--- src/rtl/div_ctrl.sv ---
`default_nettype none
// ============================================================================
//  Module      : div_ctrl
//  Description : Sequencing controller for an RV64M divide/remainder unit.
//                Accepts one request at a time, resolves divide-by-zero,
//                signed overflow and repeat-operand (cache hit) cases
//                without starting the divider core, otherwise drives the
//                iterative core and formats its quotient/remainder into
//                the final architectural result.
//
//  Ports
//    clk, reset             : clock, synchronous active-high reset
//    in_valid / in_ready    : request handshake (ready only when idle)
//    op[2:0]                : [0]=unsigned, [1]=return remainder, [2]=word op
//    a, b                   : 64-bit dividend and divisor
//    flush                  : abort any in-flight operation
//    out_valid / out_ready  : result handshake
//    result                 : 64-bit formatted result (0 when not valid)
//    core_a/core_b/core_signed/core_valid : request to the divider core
//    core_quot/core_rem/core_done         : one-cycle reply from the core
//
//  Revision    : 1.0  initial release
// ============================================================================
module div_ctrl (
    input  logic        clk,
    input  logic        reset,
    input  logic        in_valid,
    output logic        in_ready,
    input  logic [2:0]  op,
    input  logic [63:0] a,
    input  logic [63:0] b,
    input  logic        flush,
    output logic        out_valid,
    input  logic        out_ready,
    output logic [63:0] result,
    output logic [63:0] core_a,
    output logic [63:0] core_b,
    output logic        core_signed,
    output logic        core_valid,
    input  logic [63:0] core_quot,
    input  logic [63:0] core_rem,
    input  logic        core_done
);

    localparam logic [1:0]  c_IDLE      = 2'd0;
    localparam logic [1:0]  c_CALC      = 2'd1;
    localparam logic [1:0]  c_HOLD      = 2'd2;
    localparam logic [63:0] c_INT64_MIN = 64'h8000_0000_0000_0000;
    localparam logic [63:0] c_ALL_ONES  = 64'hFFFF_FFFF_FFFF_FFFF;

    logic [1:0]  r_state;
    logic [1:0]  w_next_state;

    // Latched request (operands are held here in extended form, which also
    // keeps the core inputs stable for the whole calculation).
    logic        r_sel_rem;
    logic        r_word;
    logic [63:0] r_ea;
    logic [63:0] r_eb;
    logic        r_signed;
    logic [63:0] r_quot;
    logic [63:0] r_rem;

    // One-entry result cache
    logic        r_cache_valid;
    logic [63:0] r_cache_a;
    logic [63:0] r_cache_b;
    logic        r_cache_signed;
    logic [63:0] r_cache_quot;
    logic [63:0] r_cache_rem;

    // ------------------------------------------------------------------
    // Request decode
    // ------------------------------------------------------------------
    logic        w_signed;
    logic        w_word;
    logic [63:0] w_ea;
    logic [63:0] w_eb;
    logic        w_div_zero;
    logic        w_overflow;
    logic        w_hit;
    logic        w_fast;
    logic [63:0] w_fast_quot;
    logic [63:0] w_fast_rem;
    logic        w_accept;
    logic        w_core_finish;
    logic [63:0] w_sel;

    assign w_signed = ~op[0];
    assign w_word   = op[2];

    always_comb begin
        w_ea = a;
        w_eb = b;
        if (w_word) begin
            if (w_signed) begin
                w_ea = {{32{a[31]}}, a[31:0]};
                w_eb = {{32{b[31]}}, b[31:0]};
            end else begin
                w_ea = {32'd0, a[31:0]};
                w_eb = {32'd0, b[31:0]};
            end
        end
    end

    // Extension never turns a non-zero low word into zero, so testing the
    // extended divisor covers both the 64-bit and word forms.
    assign w_div_zero = (w_eb == 64'd0);

    // The word overflow case is tested on the raw low words; after sign
    // extension the dividend is no longer the 64-bit minimum value.
    assign w_overflow = w_signed &&
                        (w_word ? ((a[31:0] == 32'h8000_0000) && (b[31:0] == 32'hFFFF_FFFF))
                                : ((a == c_INT64_MIN) && (b == c_ALL_ONES)));

    assign w_hit = r_cache_valid && (r_cache_a == w_ea) && (r_cache_b == w_eb) &&
                   (r_cache_signed == w_signed);

    assign w_fast = w_div_zero || w_overflow || w_hit;

    always_comb begin
        w_fast_quot = r_cache_quot;
        w_fast_rem  = r_cache_rem;
        if (w_div_zero) begin
            w_fast_quot = c_ALL_ONES;
            w_fast_rem  = w_ea;
        end else if (w_overflow) begin
            w_fast_quot = w_ea;
            w_fast_rem  = 64'd0;
        end
    end

    // Flush blocks acceptance even though in_ready is still high.
    assign w_accept      = in_valid && (r_state == c_IDLE) && !flush;
    assign w_core_finish = (r_state == c_CALC) && core_done && !flush;

    // ------------------------------------------------------------------
    // FSM: state register
    // ------------------------------------------------------------------
    always_ff @(posedge clk) begin
        if (reset) begin
            r_state <= c_IDLE;
        end else begin
            r_state <= w_next_state;
        end
    end

    // ------------------------------------------------------------------
    // FSM: next-state logic
    // ------------------------------------------------------------------
    always_comb begin
        w_next_state = r_state;
        if (flush) begin
            w_next_state = c_IDLE;
        end else begin
            case (r_state)
                c_IDLE: begin
                    if (w_accept) begin
                        w_next_state = w_fast ? c_HOLD : c_CALC;
                    end
                end
                c_CALC: begin
                    if (core_done) begin
                        w_next_state = c_HOLD;
                    end
                end
                c_HOLD: begin
                    if (out_ready) begin
                        w_next_state = c_IDLE;
                    end
                end
                default: w_next_state = c_IDLE;
            endcase
        end
    end

    // ------------------------------------------------------------------
    // Datapath and cache registers
    // ------------------------------------------------------------------
    always_ff @(posedge clk) begin
        if (reset) begin
            r_sel_rem      <= 1'b0;
            r_word         <= 1'b0;
            r_ea           <= 64'd0;
            r_eb           <= 64'd0;
            r_signed       <= 1'b0;
            r_quot         <= 64'd0;
            r_rem          <= 64'd0;
            r_cache_valid  <= 1'b0;
            r_cache_a      <= 64'd0;
            r_cache_b      <= 64'd0;
            r_cache_signed <= 1'b0;
            r_cache_quot   <= 64'd0;
            r_cache_rem    <= 64'd0;
        end else begin
            if (w_accept) begin
                r_sel_rem <= op[1];
                r_word    <= w_word;
                r_ea      <= w_ea;
                r_eb      <= w_eb;
                r_signed  <= w_signed;
                // Only meaningful for fast cases; the core reply replaces
                // these on the slow path.
                r_quot    <= w_fast_quot;
                r_rem     <= w_fast_rem;
            end
            if (w_core_finish) begin
                r_quot         <= core_quot;
                r_rem          <= core_rem;
                r_cache_valid  <= 1'b1;
                r_cache_a      <= r_ea;
                r_cache_b      <= r_eb;
                r_cache_signed <= r_signed;
                r_cache_quot   <= core_quot;
                r_cache_rem    <= core_rem;
            end
        end
    end

    // ------------------------------------------------------------------
    // FSM: outputs
    // ------------------------------------------------------------------
    assign w_sel = r_sel_rem ? r_rem : r_quot;

    always_comb begin
        in_ready    = (r_state == c_IDLE);
        out_valid   = (r_state == c_HOLD);
        core_valid  = (r_state == c_CALC);
        core_a      = r_ea;
        core_b      = r_eb;
        core_signed = r_signed;
        result      = 64'd0;
        if (r_state == c_HOLD) begin
            // Word results are always sign-extended, signed or not.
            result = r_word ? {{32{w_sel[31]}}, w_sel[31:0]} : w_sel;
        end
    end

endmodule
`default_nettype wire

--- config.mk ---
export PLATFORM = sky130hd
export DESIGN_NAME = div_ctrl
export DESIGN_NICKNAME = d
export VERILOG_FILES = /design/src/rtl/div_ctrl.sv
export SDC_FILE = /design/constraint.sdc
export NUM_CORES = 1
export LEC_CHECK = 0
export BUFFER_PORTS_ARGS = -buffer_cell sky130_fd_sc_hd__buf_2
export CORE_ASPECT_RATIO = 0.75
export CORE_MARGIN = 2
export CORE_UTILIZATION = 55
export DETAILED_ROUTE_END_ITERATION = 8
export GPL_ROUTABILITY_DRIVEN = 0
export PLACE_DENSITY_LB_ADDON = 0.1
export SLEW_MARGIN = 5
export SYNTH_ARGS = -nofsm -noshare
export SYNTH_HDL_FRONTEND = slang
export SYNTH_SLANG_ARGS = --single-unit
--- constraint.sdc ---
create_clock -name clk -period 5.8 [get_ports clk]
set_clock_uncertainty 0.05 [all_clocks]
set_input_delay 0.87 -clock clk [delete_from_list [all_inputs] [get_ports clk]]
set_output_delay 0.87 -clock clk [all_outputs]
set_load 0.02 [all_outputs]
; Yosys cells after proc, flatten, opt, wreduce, memory -nomap -nowiden
; Index checks and enable logic that the tools add are counted.
[word_totals]
ff_bits = 519
input_bits = 265
output_inout_bits = 196
elab_cells = 66
[classes]
eq_ne = 12
muxes = 21
n_bitwise = 1
reduce_logical = 18
[ops]
columns = operator, n
row1 = 2-to-1 mux 64 bit, 15
row2 = equality test 64 bit, 2
row3 = equality test 64 bit (second input constant), 2
row4 = equality test 32 bit (second input constant), 2
row5 = logical NOT 64 bit, 1
row6 = logical AND 1 bit, 10
row7 = 2-to-1 mux 2 bit, 4
row8 = != test 2 x 1 -> 1 bit (second input constant), 3
row9 = case mux 2 bit (3 select lines), 1
row10 = AND reduction 3 bit, 1
row11 = equality test 2 x 1 -> 1 bit (second input constant), 1
row12 = equality test 2 bit (second input constant), 1
row13 = logical NOT 2 bit, 1
row14 = logical OR 1 bit, 2
row15 = nonzero test 2 bit, 1
row16 = OR reduction 2 bit, 1
row17 = equality test 1 bit, 1
row18 = logical NOT 1 bit, 1
row19 = 2-to-1 mux 1 bit, 1
row20 = inverter 1 bit, 1

; Depth between registers and ports, before layout
[depth]
word_depth = 10
depth_mapped = 11

; Worst setup path after synthesis
; OpenSTA, ideal clock, no wires.
[synth_path]
path_type = input port to flip-flop
startpoint = input port op[2]
endpoint = register r_rem[10]
setup_time_ns = 0.132
arrival_time_ns = 2.794
required_ns = 5.618
slack_ns = 2.824
stages = 11
path_buffers = 3
path_cell_list = buf_2 > or4b_1 > nor4_1 > nand4_1 > o22ai_2 > and4_1 > buf_8 > nor2_2 > buf_6 > a31oi_1 > nor3_1
[synth_between]
elab_chain_len = 6
[synth_rtl]
columns = element, line
row1 = start: declaration, 29  ; input logic [2:0] op,
row2 = branches (longest 3 deep; another with 2-to-1 mux 64 bit), --
row3 = 2-to-1 mux 64 bit *, 124  ; if (w_div_zero) begin
row4 = 2-to-1 mux 64 bit *, 196  ; if (w_accept) begin
row5 = 2-to-1 mux 64 bit *, 207  ; if (w_core_finish) begin
row6 = end signal: assignment, 205  ; r_rem <= w_fast_rem;
row7 = end signal: assignment, 209  ; r_rem <= core_rem;
row8 = end: declaration, 62  ; logic [63:0] r_rem;
; Mark *: on every way between the ends. The select of a mux whose other input is x is not followed.
; A chain may end at the register's enable or synchronous reset.

; Worst setup path after layout
[layout_path]
startpoint = register r_sel_rem
endpoint = output port result[37]
[layout_between]
elab_chain_len = 3
[layout_rtl]
columns = element, line
row1 = start: declaration, 56  ; logic r_sel_rem;
row2 = start signal: assignment, 197  ; r_sel_rem <= op[1];
row3 = 2-to-1 mux 64 bit, 223  ; assign w_sel = r_sel_rem ? r_rem : r_quot;
row4 = 2-to-1 mux 64 bit, 235  ; result = r_word ? {{32{w_sel[31]}}, w_sel[31:0]} : w_sel;
row5 = 2-to-1 mux 64 bit, 233  ; if (r_state == c_HOLD) begin
row6 = end: declaration, 35  ; output logic [63:0] result,
; No other way between the ends.

==> flow_summary.toml <==
[yosys]
ys_seq_area_share_pct = 43.4
yosysTopAreaCellShare_pct = 43.4
yosysTopAreaCell = "dfxtp_1"
yosysWarnings = 0
ys.flop_type = "dfxtp_1"
synth_mux_area_share_pct = 3.14
synthDistinctLibCells = 61
synthSimpleGateAreaFrac_pct = 24.3
synth_compound_area_share_pct = 21.9
synth_edf_count = 0
netlist_area_um2 = 23900
synth-xor-area-share_pct = 2.34
synthArstFlopShare_pct = 0
synth_top_family_by_area = "simple AND/OR/NAND/NOR gates"
yosys.area_share.adder_pct = 0
syn-num-nets = 3434
syn_inst = 3169
synth_seq_cells = 519
synth_area_per_cell_um2 = 7.55
synth_area_leaders = "dfxtp_1 43%, nand2_1 11%, a21oi_1 9.4%"

[critical_path]
reg2regPathDepth = 8
critPathMaxStageDelay_ps = 750
crit_required_ps = 4880
critPathKind = "register to primary output"
critPathBufInv = 2
r2r_end = "r_state[1]"
path_common_cell = "nor2_1"
crit_end = "result[37]"
crit_slowest_cell = "dfxtp_4"
worst-path-stages = 6
cp_max_fo = 34
arrival_ps = 2730
end_kind = "primary output"
r2r_setup_slack_ps = 2660
reg2reg_from = "r_cache_b[14]"
crit_family = "buffers and inverters"
startpoint_type = "register"
critPathLaunch = "r_sel_rem"
crit_chain = "buf_4, mux2i_1, nor2_1, nor2_1, nor2_1, buf_2"

[grt]
grt_pass1_wl_mm = 132
grt_max_degree = 254
first_global_vias = 23400
antenna_found_initial = 14
grtUsageTotal_pct = 37.2
grt-ovfl-total = 0

[route]
drtIter0Drc = 3269
wire_per_inst_um = 21.6
drcViolationCount = 0
routed_wirelength_mm = 88.3
dr.pass1.iters = 7
ant_nets = 0
via_per_inst = 6.27
num_vias = 25600

[sta]
slew_violations = 0
hold_viol = 0
rsz0062_at_grt = "no"
setup_tns_ps = 0
setup_viol = 0
min_period_ps = 3650
fin_crit_sh_pct = 62.9
clock.fmax_ghz = 0.274
slew_headroom_pct = 5.47
worst_pin_slew_ps = 1420

[floorplan]
floorplan.die.width_um = 245
dieArea_um2 = 45200
core_area_um2 = 43100
die_h_um = 185
rows = 66
start_util_pct = 55.5
ios = 461

[cells_and_area]
area_delta_synth_final_pct = 16.8
layout-drive-gt1-share_pct = 16.7
finalInstanceArea_um2 = 27900
fin_nets = 3720

[cts]
postCtsResizedCells = 0
cts_setup_buffers = 0
cts_inserted_buffers = 50
htree_levels = 2
clockBufferDepth = 3
cts_num_sinks = 519
cts_hold_buf = 0
cts_tree = "built"
clkTransAtPathRegs_ps = 70
cts-root-buf = "clkbuf_16"
clkLatencyLatePin_ps = 580

[power_and_ir_drop]
finalPower_uw = 7880
p_per_area_nw_per_um2 = 282
peakVddDrop_v = 0.000269
p_leak_uw = 0.0103

[job]
drv_cap = 0

[place]
io_buffers = 460
hpwlAfterDp_mm = 61.1
place_area_um2 = 26300

[run_status]
outcome = "finished clean"

[min_path]
min_path_type = "register to register"
==> sequential cells by signal, indices dropped and copies added (netlist names) <==
| register | cells |
|---|---|
| r_cache_a | 64 |
| r_word | 1 |
| core_a | 64 |
| core_signed | 1 |
| core_b | 64 |
| r_rem | 64 |
| r_cache_rem | 64 |
| r_cache_signed | 1 |
| r_cache_valid | 1 |
| r_quot | 64 |
| r_cache_b | 64 |
| r_sel_rem | 1 |
| r_cache_quot | 64 |
| r_state | 2 |
==> area by class of cell <==
class	instances	area, µm²
clock buffer	71	1460
fill	3883	15200
sequential	519	10400
inverter	38	143
clock inverter	21	191
timing repair buffer	488	2580
multi-input combinational	2358	12400
antenna	7	17.5
tap	578	723
==> power breakdown <==
group          total (µW)  internal [µW]  switching, µW  leakage, µW
Combinational         830            265            564      0.00522
Clock                3320           1890           1430     0.000820
Sequential           3730           3650           80.0      0.00421
Total                7880           5810           2080       0.0102
==> worst reg2reg max path, cell delays in order (launching register included) <==
cell,delay (ps)
dfxtp_1,320
xor2_1,200
or4_1,560
or4b_1,530
nor4_1,570
nand4_1,210
nor3_1,220
nand4_1,200
a31oi_1,220
==> stage by stage <==
stage / cells / utilization, % / worst slack, ps / hold slack (ps)
3_5_place_dp: 3981 / 60.9 / 1690 / 396
6_report: 4080 / 64.8 / 2150 / 402
4_1_cts: 4073 / 64.8 / 2170 / 405
3_3_place_gp: 3981 / 60.9 / 1700 / 388
2_1_floorplan: 3169 / - / 2820 / 382
5_1_grt: 4079 / 64.8 / 2010 / 422
==> worst min-delay path by stage <==
stage               cells after the start         endpoint  slack [ps]             from
global placement                        2   r_cache_rem[7]         390   r_cache_rem[7]
detailed placement                      2  r_cache_rem[10]         400  r_cache_rem[10]
CTS                                     2  r_cache_rem[10]         400  r_cache_rem[10]
floorplan                               2  r_cache_rem[10]         380  r_cache_rem[10]
global route                            2  r_cache_rem[15]         420  r_cache_rem[15]
finish                                  2   r_cache_rem[8]         400   r_cache_rem[8]
==> layout by cell type (no fill, tap or decap), types with 15 or more instances in the layout <==
cell / instances
nand2b_1: 15
nor2b_1: 37
xnor2_1: 30
a211oi_1: 45
nor4_1: 60
xor2_1: 34
a21oi_1: 449
a31oi_1: 85
o21ai_1: 28
clkbuf_16: 51
o21ai_0: 58
a21boi_0: 32
o22ai_1: 81
o21a_1: 33
dfxtp_1: 518
inv_1: 37
nand4_1: 54
nor3_1: 79
buf_4: 23
nor2_1: 253
nand3_1: 42
buf_2: 459
a2bb2oi_1: 17
nand2_1: 729
mux2i_1: 75
==> layer usage <==
layer / GRT usage (%) / up-vias / share of wire (%)
met4: 18.7 / 12 / 5.2
li1: - / 11700 / -
met2: 57.6 / 1486 / 45
met5: 0 / - / 0.077
met3: 9.90 / 324 / 11
met1: 47.9 / 12100 / 39
==> synthesized netlist by cell type, types with 6 or more instances <==
master and count:
mux2i_1 75, o31a_1 8, a222oi_1 14, nor3_1 80, o22ai_1 81, a31oi_1 85, buf_2 7, nand2b_1 16
inv_1 38, clkbuf_1 225, a21boi_0 32, nand3b_1 7, a2bb2oi_1 17, o21ai_0 59, o21ai_1 28, xnor2_1 30
a21oi_1 449, nor4_1 60, nand4_1 54, o21a_1 34, nor2_1 254, buf_1 16, nand2_1 730, dfxtp_1 519
nor2b_1 38, or4_1 6, nand3_1 42, xor2_1 34, nor4bb_1 12, o211ai_1 6, a211oi_1 45
==> logic make-up (layout without fill, tap and decap cells) <==
logic type / count (synthesis) / after routing
AO/OA/AOI/OAI: 892 / 892
XOR/XNOR: 64 / 64
buffers and inverters: 292 / 618
flip-flops: 519 / 519
multiplexers: 75 / 75
other: 0 / 7
AND/OR/NAND/NOR: 1327 / 1327
Note: power is estimated with default switching activity, not from simulation.
